### src/rtl/wb_trace_char_writer_pkg.sv
// Shared types and helpers for the writeback trace character writer.
// Holds the event record, FSM state type, ASCII constants and the
// hex / decimal digit conversion functions used to render a trace line.
package wb_trace_pkg;

   localparam logic [7:0] ASCII_SPACE = 8'h20;
   localparam logic [7:0] ASCII_R     = 8'h72;
   localparam logic [7:0] ASCII_EQ    = 8'h3D;
   localparam logic [7:0] ASCII_ZERO  = 8'h30;
   localparam logic [7:0] ASCII_A     = 8'h41;

   typedef enum logic {
      IDLE = 1'b0,
      EMIT = 1'b1
   } state_t;

   // One register-file write as seen by the writeback stage.
   typedef struct packed {
      logic [31:0] pc;
      logic [4:0]  wnum;
      logic [31:0] wdata;
   } wb_event_t;

   // Nibble to uppercase ASCII hex digit.
   function automatic logic [7:0] hex_to_ascii(input logic [3:0] n);
      logic [7:0] w;
      w = {4'h0, n};
      if (n < 4'd10) begin
         return ASCII_ZERO + w;
      end
      return ASCII_A + (w - 8'd10);
   endfunction

   // Register number (0..31) to {tens, units} BCD digits.
   function automatic logic [7:0] dec_digits(input logic [4:0] n);
      logic [3:0] t;
      if (n >= 5'd30)      t = 4'd3;
      else if (n >= 5'd20) t = 4'd2;
      else if (n >= 5'd10) t = 4'd1;
      else                 t = 4'd0;
      return {t, 4'(n - 5'(t) * 5'd10)};
   endfunction

endpackage

### src/rtl/wb_trace_char_writer_fifo.sv
// trace_fifo: synchronous FIFO for trace events, combinational head read.
// Latency: a push is visible on o_dat/o_empty the cycle after the push edge.
// Backpressure: none internally; caller must not push when full unless popping.
// Ports: clk/reset (sync, active-high); i_push/i_dat write side; i_pop
//        consumes head o_dat; o_full/o_empty/o_count report occupancy.
module trace_fifo #(
   parameter int W     = 69,
   parameter int DEPTH = 4
) (
   input  logic                     clk,
   input  logic                     reset,
   input  logic                     i_push,
   input  logic                     i_pop,
   input  logic [W-1:0]             i_dat,
   output logic [W-1:0]             o_dat,
   output logic                     o_full,
   output logic                     o_empty,
   output logic [$clog2(DEPTH):0]   o_count
);

   localparam int AW = $clog2(DEPTH);
   localparam logic [AW:0] PTR_ONE  = (AW+1)'(1);
   localparam logic [AW:0] FULL_CNT = (AW+1)'(DEPTH);

   logic [W-1:0] r_mem [DEPTH];
   logic [AW:0]  r_wr_ptr;
   logic [AW:0]  r_rd_ptr;

   // Pointers carry one extra wrap bit so full and empty are distinguishable.
   always_ff @(posedge clk) begin
      if (reset) begin
         r_wr_ptr <= '0;
         r_rd_ptr <= '0;
      end else begin
         if (i_push) r_wr_ptr <= r_wr_ptr + PTR_ONE;
         if (i_pop)  r_rd_ptr <= r_rd_ptr + PTR_ONE;
      end
   end

   // Push while full overwrites the head slot; the head is read
   // combinationally this cycle, so the pop still gets the old entry.
   always_ff @(posedge clk) begin
      if (i_push) r_mem[r_wr_ptr[AW-1:0]] <= i_dat;
   end

   assign o_dat   = r_mem[r_rd_ptr[AW-1:0]];
   assign o_count = r_wr_ptr - r_rd_ptr;
   assign o_empty = (o_count == '0);
   assign o_full  = (o_count == FULL_CNT);

endmodule

### src/rtl/wb_trace_char_writer.sv
// wb_trace_char_writer: renders each register-file write as one text line in the VGA char buffer.
// Latency: 2 cycles from wb_valid to first char_we; a line is COLS consecutive char_we cycles.
// Backpressure: none upstream (WB never stalls); events beyond the FIFO are dropped and counted.
// Ports: clk/reset (sync, active-high); wb_valid/wb_pc/wb_wnum/wb_wdata event in;
//        char_we/char_addr/char_data buffer write out; busy; drop_cnt (saturating).
// Build option: define WB_TRACE_SKIP_R0_EN to ignore writes to r0 entirely.
module wb_trace_char_writer
   import wb_trace_pkg::*;
#(
   parameter int COLS       = 80,
   parameter int ROWS       = 30,
   parameter int FIFO_DEPTH = 4,
   parameter int ADDR_W     = 12
) (
   input  logic              clk,
   input  logic              reset,
   input  logic              wb_valid,
   input  logic [31:0]       wb_pc,
   input  logic [4:0]        wb_wnum,
   input  logic [31:0]       wb_wdata,
   output logic              char_we,
   output logic [ADDR_W-1:0] char_addr,
   output logic [7:0]        char_data,
   output logic              busy,
   output logic [15:0]       drop_cnt
);

   localparam int COL_W = $clog2(COLS);
   localparam int ROW_W = (ROWS > 1) ? $clog2(ROWS) : 1;
   localparam int CNT_W = $clog2(FIFO_DEPTH) + 1;

   localparam logic [COL_W-1:0]  LAST_COL = COL_W'(COLS - 1);
   localparam logic [ROW_W-1:0]  LAST_ROW = ROW_W'(ROWS - 1);
   localparam logic [ADDR_W-1:0] COLS_A   = ADDR_W'(COLS);

   wb_event_t         w_in_ev;
   wb_event_t         w_head_ev;
   wb_event_t         r_line;
   logic              w_full;
   logic              w_empty;
   logic [CNT_W-1:0]  w_count;
   logic [CNT_W-1:0]  w_count_nxt;
   logic              w_ev_vld;
   logic              w_push;
   logic              w_pop;
   logic              w_drop;
   logic              w_line_end;
   logic              w_emit_nxt;
   logic [ADDR_W-1:0] w_next_base;

   state_t            r_state;
   logic [COL_W-1:0]  r_col;
   logic [ROW_W-1:0]  r_row;
   logic [ADDR_W-1:0] r_row_base;
   logic              r_char_we;
   logic [ADDR_W-1:0] r_char_addr;
   logic [7:0]        r_char_data;
   logic              r_busy;
   logic [15:0]       r_drop_cnt;

   // ASCII for column col of the line "PPPPPPPP rNN=DDDDDDDD", spaces after.
   function automatic logic [7:0] char_at(input wb_event_t ev, input int col);
      logic [7:0] dd;
      dd = dec_digits(ev.wnum);
      if (col < 8)        return hex_to_ascii(4'(ev.pc >> (4 * (7 - col))));
      else if (col == 9)  return ASCII_R;
      else if (col == 10) return ASCII_ZERO + {4'h0, dd[7:4]};
      else if (col == 11) return ASCII_ZERO + {4'h0, dd[3:0]};
      else if (col == 12) return ASCII_EQ;
      else if (col >= 13 && col <= 20)
         return hex_to_ascii(4'(ev.wdata >> (4 * (20 - col))));
      return ASCII_SPACE;
   endfunction

   assign w_in_ev = {wb_pc, wb_wnum, wb_wdata};

`ifdef WB_TRACE_SKIP_R0_EN
   assign w_ev_vld = wb_valid && (wb_wnum != 5'd0);
`else
   assign w_ev_vld = wb_valid;
`endif

   assign w_line_end = (r_state == EMIT) && (r_col == LAST_COL);
   // Pop in IDLE or on the last column so consecutive lines have no bubble.
   assign w_pop      = !w_empty && ((r_state == IDLE) || w_line_end);
   assign w_push     = w_ev_vld && (!w_full || w_pop);
   assign w_drop     = w_ev_vld && w_full && !w_pop;

   assign w_count_nxt = w_count + CNT_W'(w_push) - CNT_W'(w_pop);
   assign w_emit_nxt  = (r_state == IDLE) ? !w_empty : (!w_line_end || !w_empty);
   assign w_next_base = (r_row == LAST_ROW) ? '0 : r_row_base + COLS_A;

   trace_fifo #(
      .W     ($bits(wb_event_t)),
      .DEPTH (FIFO_DEPTH)
   ) u_fifo (
      .clk     (clk),
      .reset   (reset),
      .i_push  (w_push),
      .i_pop   (w_pop),
      .i_dat   (w_in_ev),
      .o_dat   (w_head_ev),
      .o_full  (w_full),
      .o_empty (w_empty),
      .o_count (w_count)
   );

   // r_col is the column currently presented on char_addr/char_data, so the
   // char for the next column is computed one cycle ahead and registered.
   always_ff @(posedge clk) begin
      if (reset) begin
         r_state     <= IDLE;
         r_col       <= '0;
         r_row       <= '0;
         r_row_base  <= '0;
         r_line      <= '0;
         r_char_we   <= 1'b0;
         r_char_addr <= '0;
         r_char_data <= ASCII_SPACE;
         r_busy      <= 1'b0;
         r_drop_cnt  <= '0;
      end else begin
         r_busy <= w_emit_nxt || (w_count_nxt != '0);
         if (w_drop && (r_drop_cnt != 16'hFFFF)) begin
            r_drop_cnt <= r_drop_cnt + 16'd1;
         end

         case (r_state)
            IDLE: begin
               r_char_we <= 1'b0;
               if (!w_empty) begin
                  r_state     <= EMIT;
                  r_line      <= w_head_ev;
                  r_col       <= '0;
                  r_char_we   <= 1'b1;
                  r_char_addr <= r_row_base;
                  r_char_data <= char_at(w_head_ev, 0);
               end
            end
            EMIT: begin
               if (r_col != LAST_COL) begin
                  r_col       <= r_col + COL_W'(1);
                  r_char_we   <= 1'b1;
                  r_char_addr <= r_char_addr + ADDR_W'(1);
                  r_char_data <= char_at(r_line, int'(r_col) + 1);
               end else begin
                  r_row      <= (r_row == LAST_ROW) ? '0 : r_row + ROW_W'(1);
                  r_row_base <= w_next_base;
                  if (!w_empty) begin
                     r_line      <= w_head_ev;
                     r_col       <= '0;
                     r_char_we   <= 1'b1;
                     r_char_addr <= w_next_base;
                     r_char_data <= char_at(w_head_ev, 0);
                  end else begin
                     r_state   <= IDLE;
                     r_char_we <= 1'b0;
                  end
               end
            end
            default: r_state <= IDLE;
         endcase
      end
   end

   assign char_we   = r_char_we;
   assign char_addr = r_char_addr;
   assign char_data = r_char_data;
   assign busy      = r_busy;
   assign drop_cnt  = r_drop_cnt;

endmodule

### config.mk
export PLATFORM = sky130hd
export DESIGN_NAME = wb_trace_char_writer
export DESIGN_NICKNAME = d
export VERILOG_FILES = /design/src/rtl/wb_trace_char_writer_pkg.sv /design/src/rtl/wb_trace_char_writer_fifo.sv /design/src/rtl/wb_trace_char_writer.sv
export SDC_FILE = /design/constraint.sdc
export NUM_CORES = 1
export LEC_CHECK = 0
export BUFFER_PORTS_ARGS = -buffer_cell sky130_fd_sc_hd__buf_4
export CORE_MARGIN = 1.5
export CORE_UTILIZATION = 45
export DETAILED_ROUTE_END_ITERATION = 8
export GPL_TIMING_DRIVEN = 0
export SYNTH_ARGS = -nofsm -noshare
export SYNTH_HDL_FRONTEND = slang
export SYNTH_SLANG_ARGS = --single-unit
### constraint.sdc
create_clock -name clk -period 4.3 [get_ports clk]
set_input_delay 0 -clock clk [delete_from_list [all_inputs] [get_ports clk]]
set_output_delay 0 -clock clk [all_outputs]
set_load 0.01 [all_outputs]
; Word level (Yosys, flattened, before mapping)
; Memory sizes are Yosys's and may differ from the RTL's. A register that Yosys moved wholly into a read port is not among the register bits.
; Index checks and enable logic that the tools add are counted.
[op_classes]
bitwise_logic = 2
eq_ne = 12
n_mux = 83
addsub = 25
n_mul = 1
reduce_logical = 19
order_cmp = 9
shift = 2
[ops]
columns = cell, n
row1 = $mux 8, 19
row2 = $mux 69, 2
row3 = $pmux 69 s2, 1
row4 = $shr 32x32->4, 2
row5 = $mux 12, 4
row6 = $mux 1, 43
row7 = $add 6x4->7 const A, 5
row8 = $eq 8x4->1 const B, 4
row9 = $add 7x8->8 const A, 3
row10 = $pmux 12 s2, 1
row11 = $add 16x1->16 const B, 1
row12 = $ne 16x16->1 const B, 1
row13 = $pmux 8 s2, 1
row14 = $sub 4x4->5 const B, 3
row15 = $mux 7, 2
row16 = $pmux 7 s2, 1
row17 = $add 12x1->12 const B, 1
row18 = $add 12x7->12 const B, 1
row19 = $lt 4x4->1 const B, 3
row20 = $mux 4, 3
row21 = $ge 5x5->1 const B, 2
row22 = $sub 3x8->9 const A, 1
row23 = $sub 5x8->9 const A, 1
row24 = $add 7x1->8 const B, 1
row25 = other kinds (28), 47
[word_totals]
memories = 1
elab_cells = 167
regBits = 137
in_bits = 72
mem_bits_rw = 276
output_inout_bits = 38
[mem_list]
columns = memory, words, width, read_ports, rd_clocked_by_memory_dff, wr, line_no
row1 = u_fifo.r_mem, 4, 69, 1, 1, 1, wb_trace_char_writer_fifo.sv:25  ; logic [W-1:0] r_mem [DEPTH];

; Depth between registers and ports, before layout
; Gate-level depths: netlist (run 1).
[logic_depth]
depth_word = 24
mapped_depth = 18
depth_no_buf = 16

; Hierarchy
; A second synthesis (run 1) with hierarchy kept.
[unflattened]
cells_unflattened = 1347
hier_area_um2 = 17799.6
[by_module_without_submodules]
columns = module, n_inst, seq_area_each_um2, cells_per_inst, area_per_inst_um2
row1 = trace_fifo, 1, 8448.1, 403, 10402.5
row2 = wb_trace_char_writer, 1, 2602.5, 944, 7397.1

; Worst setup path before layout (run 1)
; Ideal clock, no wire load.
[synth_path]
path_kind = flip-flop to flip-flop
start = reg u_fifo.r_wr_ptr[0]
end = mem u_fifo.r_mem[3][0], enable pin
path_buffers = 0
slack_ns = 0.656
t_arrival_ns = 3.207
synth_period_minus_slack_ns = 3.644
required_time_ns = 3.863
setup_ns = 0.437
stages_incl_launch_ff = 8
cell_sequence = dfxtp_1 inv_1 ha_1 inv_1 fa_1 nor2b_1 o2111ai_1 and3_1
[synth_between]
elab_chain_len = 8
elab_cells_between_ends = 10
classes_between = add/sub (1) / eq/ne (1) / mux (2) / reduce/logical (6)
[synth_lines]
columns = item, line_no
row1 = "start, declared", wb_trace_char_writer_fifo.sv:26  ; logic [AW:0] r_wr_ptr;
row2 = "start signal, assigned", wb_trace_char_writer_fifo.sv:35  ; if (i_push) r_wr_ptr <= r_wr_ptr + PTR_ONE;
row3 = $sub 3x3->3, wb_trace_char_writer_fifo.sv:47  ; assign o_count = r_wr_ptr - r_rd_ptr;
row4 = $logic_not 3->1, wb_trace_char_writer_fifo.sv:48  ; assign o_empty = (o_count == '0);
row5 = $logic_not 1->1, n/a
row6 = $logic_and 1x1->1, wb_trace_char_writer.sv:85  ; assign w_pop = !w_empty && ((r_state == IDLE) || w_line_end);
row7 = $logic_or 1x1->1, wb_trace_char_writer.sv:86  ; assign w_push = w_ev_vld && (!w_full || w_pop);
row8 = $logic_and 1x1->1, wb_trace_char_writer.sv:86
row9 = $mux 1, wb_trace_char_writer_fifo.sv:43  ; if (i_push) r_mem[r_wr_ptr[AW-1:0]] <= i_dat;
row10 = $mux 1 (implied by the code), wb_trace_char_writer_fifo.sv:43
row11 = "end, declared", wb_trace_char_writer_fifo.sv:25
; Several ways; a longest one is shown, not always the timed one.

; Final worst setup path (run 1)
[layout_path]
start = reg r_col[0]
end = reg r_char_data[6] (netlist: char_data[6])
[layout_between]
elab_chain_len = 24
elab_cells_between_ends = 61
classes_between = add/sub (9) / order compare (5) / eq/ne (6) / shift (2) / mux (37) / reduce/logical (2)
[layout_lines]
columns = item, line_no
row1 = "start, declared", wb_trace_char_writer.sv:52  ; logic [COL_W-1:0] r_col;
row2 = "start signal, assigned", wb_trace_char_writer.sv:142  ; r_col <= r_col + COL_W'(1);
row3 = $add 7x1->8, wb_trace_char_writer.sv:145  ; r_char_data <= char_at(r_line, int'(r_col) + 1);
row4 = $sub 5x8->9, wb_trace_char_writer.sv:71  ; return hex_to_ascii(4'(ev.wdata >> (4 * (20 - col))));
row5 = $shr 32x32->4, wb_trace_char_writer.sv:71
row6 = $lt 4x4->1, wb_trace_char_writer_pkg.sv:28  ; if (n < 4'd10) begin
row7 = $mux 1, wb_trace_char_writer_pkg.sv:28
row8 = $mux 1, wb_trace_char_writer.sv:70  ; else if (col >= 13 && col <= 20)
row9 = $mux 1, wb_trace_char_writer.sv:69  ; else if (col == 12) return ASCII_EQ;
row10 = $mux 1, wb_trace_char_writer.sv:68  ; else if (col == 11) return ASCII_ZERO + {4'h0, dd[3:0]};
row11 = (+8 left out), n/a
row12 = $mux 8, wb_trace_char_writer.sv:69
row13 = $mux 8, wb_trace_char_writer.sv:68
row14 = $mux 8, wb_trace_char_writer.sv:67  ; else if (col == 10) return ASCII_ZERO + {4'h0, dd[7:4]};
row15 = $mux 8, wb_trace_char_writer.sv:66  ; else if (col == 9) return ASCII_R;
row16 = $mux 8, wb_trace_char_writer.sv:65  ; if (col < 8) return hex_to_ascii(4'(ev.pc >> (4 * (7 - col))));
row17 = $mux 8, wb_trace_char_writer.sv:72  ; return ASCII_SPACE;
row18 = $mux 8, wb_trace_char_writer.sv:141  ; if (r_col != LAST_COL) begin
row19 = $pmux 8 s2, wb_trace_char_writer.sv:128  ; case (r_state)
row20 = "end signal, assigned", wb_trace_char_writer.sv:137  ; r_char_data <= char_at(w_head_ev, 0);
row21 = "end signal, assigned", wb_trace_char_writer.sv:145
row22 = "end signal, assigned", wb_trace_char_writer.sv:154  ; r_char_data <= char_at(w_head_ev, 0);
row23 = "end, declared", wb_trace_char_writer.sv:57  ; logic [7:0] r_char_data;
; Several ways; a longest one is shown, not always the timed one. The select of a mux whose other input is x is not followed.
; A chain may end at the register's enable or synchronous reset.

==> results of run 1 <==
[placed cells by master (no fill, tap or decap), types with 7 or more instances in the layout]
| master | netlist | layout |
|---|---|---|
| buf_4 | 1 | 109 |
| nand4_1 | 8 | 8 |
| clkbuf_1 | 52 | 61 |
| nor3_1 | 20 | 20 |
| dlygate4sd3_1 | 0 | 71 |
| clkbuf_16 | 0 | 45 |
| a21oi_1 | 119 | 119 |
| xor2_1 | 14 | 14 |
| ha_1 | 32 | 31 |
| nand3_1 | 19 | 19 |
| buf_1 | 7 | 7 |
| edfxtp_1 | 276 | 276 |
| buf_2 | 7 | 7 |
| mux4_2 | 82 | 82 |
| inv_1 | 31 | 31 |
| a211oi_1 | 12 | 12 |
| nand2_1 | 195 | 195 |
| nor2_1 | 73 | 73 |
| xnor2_1 | 20 | 20 |
| mux2i_1 | 10 | 10 |
| nand2b_1 | 8 | 8 |
| and2_1 | 10 | 10 |
| o21ai_0 | 36 | 36 |
| dfxtp_1 | 138 | 138 |
| or3_1 | 7 | 7 |
[routing by layer]
metal	up-vias	wire length [um]	global-route usage
met5	-	0	0
met4	0	895	0.0653
met3	58	2010	0.0349
met2	258	18700	0.324
met1	5475	17600	0.271
li1	5343	-	-
[timing repair]
action                                  in CTS  in global routing
endpoints found under the setup margin       2                  7
resized for setup                            1                  5
endpoints found under the hold margin      288                  0
buffers inserted                             0                  0
hold buffers                                71                  0
[final cells by class]
| class | instances | area [um^2] |
|---|---|---|
| fillers | 3295 | 17300 |
| clock buffers | 61 | 1220 |
| multi-input cells | 787 | 6080 |
| flip-flops and latches | 414 | 11100 |
| clock inverters | 17 | 231 |
| repair buffers | 183 | 1630 |
| inverters | 33 | 126 |
| well taps | 518 | 648 |
| plain buffers | 69 | 319 |
[final timing paths]
path                                from                       endpoint  slack (ns)  depth (start not counted)
setup / recovery     r_col[0]$_SDFF_PP0_      char_data[6]$_SDFFE_PP0P_        0.29                         16
hold / removal              wb_wdata[25]  u_fifo.r_mem[0][25]$_DFFE_PP_        0.18                          2
setup reg to reg     r_col[0]$_SDFF_PP0_      char_data[6]$_SDFFE_PP0P_        0.29                         16
hold reg to reg   r_line[5]$_SDFFE_PP0P_         r_line[5]$_SDFFE_PP0P_        0.45                          2
[worst max-delay path, cell delays in order, from the launching register on]
cell	delay (ns)
dfxtp_1	0.40
buf_6	0.18
buf_6	0.22
buf_12	0.17
inv_2	0.05
ha_1	0.50
o21ai_0	0.31
o2111a_1	0.25
o21ai_0	0.20
or2_2	0.40
ha_1	0.21
inv_1	0.05
ha_2	0.28
and3b_1	0.23
nor3_1	0.14
a211oi_1	0.10
a22o_1	0.20
[state kept, by name (all words and copies together) (netlist names), named ones only]
name,count
char_addr,12
u_fifo.r_rd_ptr,3
r_row_base,12
r_row,5
char_data,7
r_col,7
u_fifo.r_mem,276
u_fifo.r_wr_ptr,3
drop_cnt,16
char_we,1
r_line,69
busy,1
[through the flow]
step           power, mW   util
2_1_floorplan       8.18      -
3_3_place_gp        9.46  0.493
3_5_place_dp        9.51  0.497
4_1_cts             13.4  0.552
5_1_grt             14.1  0.553
6_report            13.3  0.553
[power breakdown]
part	internal [mW]	total, mW	switching [mW]
clock network	2.33	3.82	1.50
logic	1.72	4.18	2.47
registers	4.94	5.27	0.330
[logic make-up (layout without fill, tap and decap cells)]
logic type,Yosys count,count (layout),synth area share
XOR/XNOR,36,36,0.0192
multiplexers,98,98,0.117
AND/OR/NAND/NOR,387,387,0.100
other,1,1,0.000214
buffers and inverters,106,363,0.0261
flip-flops,414,414,0.629
adder cells (fa/ha/maj),36,36,0.0268
AO/OA/AOI/OAI,229,229,0.0805
==> impl_metrics.tcl, run 1 <==
set metrics [dict create \
    critPathCaptureType "flop" \
    cp-start-kind "flop" \
    finalHoldViolations 0 \
    grt_start_max_net_pins 49 \
    cts_buffer_depth 3 \
    instances_no_fill 2082 \
    clk_pin_slew_ns 0.06 \
    die_x_um 201 \
    portBuffers 108 \
    vdd_drop_max_v 0.000297 \
    synth_top_cell_area_share 0.472 \
    antenna_found_initial 0 \
    dr.pass1.iters 5 \
    ys.flop_type "edfxtp_1" \
    synth_common_cells "edfxtp_1 (276), nand2_1 (195), dfxtp_1 (138)" \
    finalInstanceArea_um2 21300 \
    diodes 0 \
    place_area_um2 19100 \
    dpl.hpwl_um 26300 \
    grt_pass1_wl_um 62200 \
    core_area_um2 38600 \
    synth_area_um2 17600 \
    worst_slew_pin_slew_ns 0.905 \
    h-tree-depth 2 \
    hold_class "in -> reg" \
    wl_um 39200 \
    dp_cells 1937 \
    place.gp.congestion 0.862 \
    antenna_left 0 \
    final.setup.tns_ns 0 \
    yosysMostFrequentCell "edfxtp_1" \
    synth_cell_types 87 \
    synthCells 1307 \
    crit_type "reg -> reg" \
    grt_pass1_vias 11200 \
    synthTopCellsByArea "edfxtp_1 (47%), dfxtp_1 (16%), mux4_2 (11%)" \
    required_ns 4.75 \
    drive_gt1_frac 0.191 \
    dieArea_um2 40200 \
    synth-edff-count 276 \
    root_buffer "clkbuf_16" \
    synth-seq-cells 414 \
    whs_ns 0.184 \
    cts_tree "yes" \
    yosys_warnings 0 \
    setup_violations 0 \
    synth_area_leader_cell "edfxtp_1" \
    fin_worst_skew_ns 0.0123 \
    maxSlewViolCount 0 \
    worst_slack_ns 0.286 \
    drt-initial-drc-count 698 \
    grt_util_all_layers 0.199 \
    arrival_ns 4.47 \
    ys_seq_area_frac 0.629 \
    p_per_area_nw_per_um2 623 \
    fin_crit_sh 0.934 \
    power.leakage_nw 7.42 \
    start_util 0.455 \
    syn_avg_cell_area_um2 13.4 \
    clk_latency_ns 0.56 \
    nNetsFinal 1639 \
    rows 72 \
    worstPathMaxFanout 11 \
    numCtsBuffers 44 \
    period_minus_slack_ns 4.01 \
    cap_violations 0 \
    grt-ovfl-total 0 \
    drt-vias-per-instance 5.35 \
    num_io_pins 110 \
    areaGrowthSynthToFinish_pct 21.4 \
    async_flop_share 0 \
    worst_slew_margin_rel 0.397 \
    cts.sinks 414 \
    status "complete, no violations" \
    dp_slack_ns -0.220 \
    drt-wirelength-per-cell_um 18.8 \
    grt_setup_unrepaired "false" \
    die_y_um 201 \
    clock.fmax_mhz 249 \
    via_count 11100 \
    synth_nets 1414 \
    route.detailed.drc 0 \
]
No activity file was read; power rests on OpenSTA's default activity.
==> run 2: changes to the inputs <==
--- a/config.mk
+++ b/config.mk
@@ -7,9 +7,10 @@
 export LEC_CHECK = 0
 export BUFFER_PORTS_ARGS = -buffer_cell sky130_fd_sc_hd__buf_4
 export CORE_MARGIN = 1.5
-export CORE_UTILIZATION = 45
+export CORE_UTILIZATION = 59
 export DETAILED_ROUTE_END_ITERATION = 8
 export GPL_TIMING_DRIVEN = 0
+export PLACE_DENSITY = 0.78
 export SYNTH_ARGS = -nofsm -noshare
 export SYNTH_HDL_FRONTEND = slang
 export SYNTH_SLANG_ARGS = --single-unit
==> impl_metrics.tcl, run 2 (synthesized netlist as in run 1, its figures left out) <==
set metrics [dict create \
    die_y_um 175 \
    drt-vias-per-instance 5.97 \
    cts.sinks 414 \
    clock.fmax_mhz 247 \
    r2r-end "busy$_SDFF_PP0_" \
    arrival_ns 4.44 \
    place.gp.congestion 0.896 \
    hold_end "u_fifo.r_mem[3][23]$_DFFE_PP_" \
    finalHoldViolations 0 \
    maxSlewViolCount 0 \
    critPathSlowestCell "o21ai_1" \
    cts_buffer_depth 3 \
    nNetsFinal 1639 \
    drt-initial-drc-count 1061 \
    vdd_drop_max_v 0.000400 \
    diodes 0 \
    drt-wirelength-per-cell_um 20.1 \
    start_util 0.605 \
    ff2ff_setup_slack_ns 0.26 \
    top_layer_used "met4" \
    num_io_pins 110 \
    h-tree-depth 2 \
    period_minus_slack_ns 4.04 \
    critPathCaptureType "flop" \
    dpl.hpwl_um 25400 \
    wl_um 39200 \
    fin_worst_skew_ns 0.0191 \
    crit_type "reg -> reg" \
    dieArea_um2 30800 \
    cp_common_cell "ha_1" \
    rr_worst_depth 13 \
    rows 62 \
    dr_wl_met2_um 19200 \
    cp-start-kind "flop" \
    fin_crit_sh 0.940 \
    path_cells "ha_1, nand4b_1, o21ai_1, nand2_1, inv_4, ha_1, inv_1, ha_1, inv_1, fa_1, xor2_1, nor4b_1, a31oi_1" \
    hold_start "wb_wdata[23]" \
    r2r_start "r_col[1]$_SDFF_PP0_" \
    setup_violations 0 \
    areaGrowthSynthToFinish_pct 19.6 \
    p_per_area_nw_per_um2 620 \
    grt_start_max_net_pins 45 \
    grt_util_all_layers 0.263 \
    drive_gt1_frac 0.185 \
    worst_slew_margin_rel 0.371 \
    worstPathMaxFanout 19 \
    layout_common_cells "edfxtp_1 (276), nand2_1 (195), dfxtp_1 (138), a21oi_1 (119), buf_4 (109)" \
    dr.pass1.iters 6 \
    critPathMaxStageDelay_ns 0.77 \
    grt_pass1_vias 11900 \
    fin_util 0.724 \
    via_count 11600 \
    wl_met1_um 16000 \
    final.setup.tns_ns 0 \
    largest_reg_flops 276 \
    antenna_found_initial 0 \
    clk_latency_ns 0.54 \
    power.leakage_nw 7.35 \
    grt-ovfl-total 0 \
    final_common_cell "edfxtp_1" \
    grt_pass1_wl_um 62800 \
    route.detailed.drc 0 \
    numCtsBuffers 43 \
    root_buffer "clkbuf_16" \
    cts_tree "yes" \
    dr_wl_met3_um 2970 \
    grt_setup_unrepaired "false" \
    worst_slew_pin_slew_ns 0.944 \
    cap_violations 0 \
    die_x_um 175 \
    whs_path_depth 2 \
    required_ns 4.70 \
    antenna_left 0 \
    core_area_um2 29000 \
    clk_pin_slew_ns 0.07 \
    portBuffers 108 \
    status "complete, no violations" \
    hold_class "in -> reg" \
]
run 2: how the worst max path moves through the flow:
stage,start,end,slack (ns),depth (start not counted)
after floorplan,u_fifo.r_wr_ptr[0]$_SDFFE_PP0P_,u_fifo.r_mem[3][0]$_DFFE_PP_,0.66,7
after global placement,u_fifo.r_wr_ptr[0]$_SDFFE_PP0P_,u_fifo.r_mem[1][66]$_DFFE_PP_,-0.69,7
after detailed placement,r_col[1]$_SDFF_PP0_,busy$_SDFF_PP0_,-0.05,14
after CTS,r_col[0]$_SDFF_PP0_,char_data[3]$_SDFFE_PP0P_,0.04,16
after global routing,r_col[0]$_SDFF_PP0_,char_data[5]$_SDFFE_PP1P_,0.03,15
final,r_col[1]$_SDFF_PP0_,busy$_SDFF_PP0_,0.26,13
run 2: timing repair:
action                                 CTS  global route
setup endpoints to repair                2             8
gates resized for setup                  0             4
setup buffers                            0             0
endpoints found under the hold margin  286             0
hold buffers                            71             0
run 2: routing by layer:
metal,GRT usage,up-vias
li1,-,5330
met4,0.0837,0
met2,0.438,499
met1,0.354,5730
met3,0.0487,83
met5,0,-
run 2: critical path: cells and delay by family (launching register included):
family                   cells  cell delay (ns)
AO/OA/AOI/OAI                2             0.89
AND/OR/NAND/NOR              3             0.75
flip-flops                   1             0.56
buffers and inverters        3             0.41
XOR/XNOR                     1             0.18
adder cells (fa/ha/maj)      4             1.11
run 2: per-stage QoR:
step                      instances  worst slack (ns)  power [mW]  instance area, um^2  hold WS [ns]
final                          1950             0.256        13.0                21000         0.206
after CTS                      1951            0.0368        13.0                21000         0.190
after floorplan                1307             0.656        8.18                17600        0.0989
after detailed placement       1803           -0.0514        9.46                19000         0.204
after global placement         1799            -0.694        9.31                18800         0.200
after global routing           1950            0.0278        13.7                21000         0.195
run 2: cell type report:
cell class                      instances  area [um^2]
Buffer                                 70          323
Fill cell                            1920         8010
Inverter                               33          126
Clock inverter                         20          155
Timing Repair Buffer                  183         1630
Clock buffer                           59         1170
Multi-Input combinational cell        787         6070
Tap cell                              384          480
Sequential cell                       414        11100
run 2: power breakdown:
group / leakage [nW] / total [mW] / internal, mW / switching (mW)
sequential: 3.66 / 5.30 / 4.94 / 0.355
combinational: 3.05 / 4.23 / 1.73 / 2.50
clock: 0.639 / 3.50 / 2.02 / 1.48
total: 7.35 / 13.0 / 8.69 / 4.33
